**config.mk**
```make
export PLATFORM = sky130hd
export DESIGN_NAME = if_stage
export DESIGN_NICKNAME = d
export VERILOG_FILES = /design/src/rtl/if_stage.sv
export SDC_FILE = /design/constraint.sdc
export NUM_CORES = 1
export LEC_CHECK = 0
export ABC_AREA = 1
export CAP_MARGIN = 20
export CORE_MARGIN = 10
export CORE_UTILIZATION = 40
export DETAILED_ROUTE_END_ITERATION = 8
export HOLD_SLACK_MARGIN = 0.05
export PLACE_DENSITY = 0.83
export SETUP_SLACK_MARGIN = 0.3
export SLEW_MARGIN = 10
export SYNTH_ARGS = -nofsm -noshare
export SYNTH_HDL_FRONTEND = slang
export SYNTH_SLANG_ARGS = --single-unit
export TNS_END_PERCENT = 50
```
**constraint.sdc**
```tcl
create_clock -name clk_i -period 3.4 [get_ports clk_i]
set_input_delay 0.51 -clock clk_i [delete_from_list [all_inputs] [get_ports clk_i]]
set_output_delay 0.51 -clock clk_i [all_outputs]
set_load 0.005 [all_outputs]
```
**src/rtl/if_stage.sv**
```systemverilog
// Instruction fetch stage: PC register, RUN/WAIT fetch FSM and IF/ID pipeline register.
// Optional stall-cycle counter enabled by defining IF_STALL_CNT_EN.
module if_stage (
   input  logic        clk_i,
   input  logic        rst_n_i,
   input  logic        stall_i,
   input  logic        flush_i,
   input  logic [31:0] branch_target_i,
   input  logic [31:0] imem_inst_i,
   input  logic        imem_ready_i,
   output logic [31:0] imem_addr_o,
   output logic [31:0] inst_o,
   output logic [31:0] pc4_o,
   output logic        valid_o,
   output logic        fetch_wait_o,
   output logic [31:0] stall_cnt_o
);

   typedef enum logic [0:0] {StRun, StWait} state_e;

   state_e      state_q;
   logic [31:0] pc_q;
   logic [31:0] inst_q;
   logic [31:0] pc4_q;
   logic        valid_q;
   logic [31:0] pc_plus4;

   // Natural 32-bit wrap gives the modulo-2^32 increment.
   assign pc_plus4 = pc_q + 32'd4;

   always_ff @(posedge clk_i) begin
      if (!rst_n_i) begin
         state_q <= StRun;
         pc_q    <= 32'h0;
         inst_q  <= 32'h0;
         pc4_q   <= 32'h0;
         valid_q <= 1'b0;
      end else if (flush_i) begin
         state_q <= StRun;
         pc_q    <= branch_target_i;
         inst_q  <= 32'h0;
         pc4_q   <= 32'h0;
         valid_q <= 1'b0;
      end else if (stall_i) begin
         state_q <= state_q;
      end else if (!imem_ready_i) begin
         // Memory not ready: insert a bubble and keep fetching the same PC.
         state_q <= StWait;
         inst_q  <= 32'h0;
         pc4_q   <= 32'h0;
         valid_q <= 1'b0;
      end else begin
         state_q <= StRun;
         pc_q    <= pc_plus4;
         inst_q  <= imem_inst_i;
         pc4_q   <= pc_plus4;
         valid_q <= 1'b1;
      end
   end

   assign imem_addr_o  = pc_q;
   assign inst_o       = inst_q;
   assign pc4_o        = pc4_q;
   assign valid_o      = valid_q;
   assign fetch_wait_o = (state_q == StWait);

`ifdef IF_STALL_CNT_EN
   logic [31:0] stall_cnt_q;

   always_ff @(posedge clk_i) begin
      if (!rst_n_i) begin
         stall_cnt_q <= 32'h0;
      end else if (stall_i && !flush_i && (stall_cnt_q != 32'hFFFF_FFFF)) begin
         stall_cnt_q <= stall_cnt_q + 32'd1;
      end
   end

   assign stall_cnt_o = stall_cnt_q;
`else
   assign stall_cnt_o = 32'h0;
`endif

endmodule

```
==> results.md <==
- The worst path setup slack after routing is 1.31 ns.
- The worst reg-to-reg setup slack is 1.70 ns.
- Measured against its own limit, the worst slew margin works out to 43.7%.
- The worst hold path stage count is 2.
- Once detail routing completed, the nets flagged for antenna violations numbered 0.
- The run finished with clean final reports.
- The part of the cycle the worst path needs is 61.4%.
- The buffer type at the clock tree root is sky130_fd_sc_hd__clkbuf_16.
- TritonCTS built the clock tree.
- The count of standard-cell rows is 38.
- Dividing the synthesized area by the synthesized cell count gives 7.39 sq um.
- The number of clock buffers added by TritonCTS is 9.
- The weighted congestion reported at the end of routability-driven placement is 0.865.
- The pre-CTS worst setup slack is 0.980 ns.
- The H-tree was split into 3 levels.
- The average vias per placed instance is 5.03.
- The die area is 16,000 sq um.
- The signal on the critical path passes through clkdlybuf4s50_1 -> inv_2 -> nand2_1 -> o21ai_0 -> nand2_1 -> nand2_1.
- The count of routing violations after the opening detailed-route iteration is 364.
- The final number of hold-violating endpoints is 0.
- The nature of the critical path startpoint is an input pin.
- In this run the post-CTS setup repair buffer count came out at 0.
- Max-cap violations in this run came to 0.
- The total overflow reported by the global router is 0.
- The wire length of the first global-routing pass is 23,800 um.
- The most common cell after layout, fill and taps aside is sky130_fd_sc_hd__nand2_1.
- The diode insertion count for antenna repair is 0.
- Once placement finished, the instance area stood at 6140 sq um.
- The boundary pin count is 199.
- The startpoint identified for the worst hold timing path is valid_o$_SDFFE_PP0N_.
- The number of global-route vias before repair is 4,528.
- The first-pass iteration count of the detailed router is 5.
- Between clock sinks in the finished design, the worst skew comes to 0.0100 ns.
- Along the worst path, the maximum fanout reaches 25.
- Sequential cells were found to cover 43.2% of the synthesized design area.
- The delay of the slowest cell on the worst path is 0.54 ns.
- The hold slack is 0.470 ns.
- STA puts the critical path data arrival time at 2.37 ns.
- The endpoint of the most critical register-to-register path is imem_addr_o[30]$_SDFFE_PN0N_.
- The worst path needs 2.09 ns of the cycle, external delays included.
- The synthesized netlist contains 27 unique library cells.
- The destination of the worst hold path is valid_o$_SDFFE_PP0N_.
- The post-detailed-placement half-perimeter wirelength is 11,000 um.
- Setup repair after global routing left no endpoint under its margin.
- The post-CTS clock slew at the launch and capture registers of the worst setup and hold paths is 0.07 ns.
- For the worst-skew pair, the clock arrives at the later sink with an insertion delay of 0.34 ns.
- Cells with a size suffix above 1 make up 5.32% of the layout.
- In the routed design, unresolved DRC markers number 0.
- The quantity of gates resized following cts is 0.
- The critical path starts at flush_i.
- The reg-to-reg startpoint is imem_addr_o[2]$_SDFFE_PN0N_.
- Derived from the worst setup path, the maximum achievable clock frequency is 0.479 GHz.
- After clock tree synthesis, the flow added hold-fix buffers numbering 0.
- The cell family contributing the most delay on the critical path is buffers and inverters.
- Cells fill 58.5% of the core in the end.
- Global routing used 17.9% of the available tracks across all layers.
- The total non-filler cell area in the finished layout is 6420 sq um.
- For this configuration, the core starts out at a cell density of 41.3%.
- The post-synthesis instance total is 614.
- The final total negative setup slack is 0 ns.
- The data required time of the worst path is 3.68 ns.
- Power spread over the standard cell area amounts to 390 nW/um^2.
- The slowest cell on the critical path is sky130_fd_sc_hd__clkdlybuf4s50_1.
- The maximum count of clock buffers along a single path is 2.
- The initial antenna violation count is 0.
- From bottom edge to top edge, the die measures 127 um.
- Buffers placed on the I/O ports in this run total 166.
- The layout overhead on the synthesized area is 41.5%.
- The leakage component of the power is 0.00276 uW.
- The total of warnings raised by yosys is 0.
- The final routed wire length divided by cell count is 16.3 um.
- Setup violations remaining at the end of the flow were counted as 0.
- The final number of max-transition violations came to 0.
- The peak supply drop is 0.269 mV.
- The final layout contains 836 nets.
- In the layout the commonest cells are sky130_fd_sc_hd__nand2_1, sky130_fd_sc_hd__clkdlybuf4s50_1, sky130_fd_sc_hd__dfxtp_1.
- The worst register-to-register path has a depth of 8.
- For the pin with the worst max-slew slack, the measured transition is 0.842 ns.
- STA classifies the critical path endpoint as a flop.
- The count of vias placed by the detailed router is 4,580.
- Wires add up to 14,900 um.
- The worst hold path belongs to the class reg -> reg.
- The mapped netlist covers 4540 sq um.
- The type of the setup path with the least slack is in -> reg.
- Among the stages of the critical path, the cell type that occurs most often is sky130_fd_sc_hd__nand2_1.
- The number of register bits inferred by synthesis is 98.
- Counting both buffers and inverters, the worst setup path holds a total of 2.
- The die is 127 um wide.
- Clock tree synthesis found a total of 98 sinks.
- The largest net degree at the start of global routing is 66.
- The core region is 11,000 sq um.
metal layers:
layer | share of wire (%) | global-route usage, % | vias to the layer above
met5 | 0 | 0 | -
li1 | - | - | 2260
met3 | 14 | 9.41 | 11
met4 | 0.75 | 4.15 | 0
met2 | 46 | 28.1 | 186
met1 | 40 | 21.2 | 2123
area by class of cell:
class,instances,area (sq um)
Clock inverter,7,53.8
Multi-Input combinational cell,441,2140
Tap cell,140,175
Timing Repair Buffer,171,1690
Fill cell,1016,4560
Clock buffer,9,225
Sequential cell,98,1960
Inverter,45,169
power breakdown:
part | leakage [uW] | total, uW | switching (uW) | internal, uW
Combinational | 0.00183 | 315 | 149 | 166
Sequential | 0.000798 | 1220 | 38.8 | 1180
Clock | 0.000134 | 967 | 464 | 503
per-stage QoR:
step,std cells,power [uW]
after floorplan,645,1400
after global placement,895,1560
after detailed placement,895,1560
after CTS,911,2530
after global routing,911,2620
final,911,2500
Yosys cell counts (all sizes together):
library cell  instances  area, sq um
a21oi                 5         25.0
a32o                 34          340
and2                  1         6.26
buf                  49          334
clkbuf               12         45.0
conb                  1         3.75
dfxtp                98         1960
ha                    1         12.5
inv                  45          169
nand2               203          772
nand3                68          340
nand4                 4         25.0
nor2                 49          256
o211ai                3         22.5
o21ai                35          175
o31ai                 1         7.51
or2                   1         6.26
xor2                  4         35.0
sequential cells by signal, indices dropped and copies added, names as in the netlist:
name	flops
imem_addr_o	32
inst_o	32
pc4_o	32
fetch_wait_o	1
valid_o	1
worst max-delay path by stage:
stage	end	cells past startpoint
6_report	imem_addr_o[18]$_SDFFE_PN0N_	6
5_1_grt	imem_addr_o[12]$_SDFFE_PN0N_	6
4_1_cts	imem_addr_o[25]$_SDFFE_PN0N_	6
3_5_place_dp	imem_addr_o[10]$_SDFFE_PN0N_	6
3_3_place_gp	imem_addr_o[30]$_SDFFE_PN0N_	6
2_1_floorplan	pc4_o[8]$_SDFFE_PP0N_	8
worst min-delay path, delay by kind of cell (launching register included):
kind               cells  cell delay, ns
and+or+nand+nor        1            0.06
AOI/OAI and AO/OA      1            0.06
DFF                    1            0.31
cell families (layout without fill, tap and decap cells):
family,after synthesis,count (layout),synth area share (%)
and+or+nand+nor,326,326,31.0
adders and majority gates,1,1,0.276
AOI/OAI and AO/OA,78,78,12.6
DFF,98,98,43.2
buffers and inverters,106,232,12.1
xor gates and xnor gates,4,4,0.772
other,1,32,0.0826
Note: power is estimated with default switching activity, not from simulation.
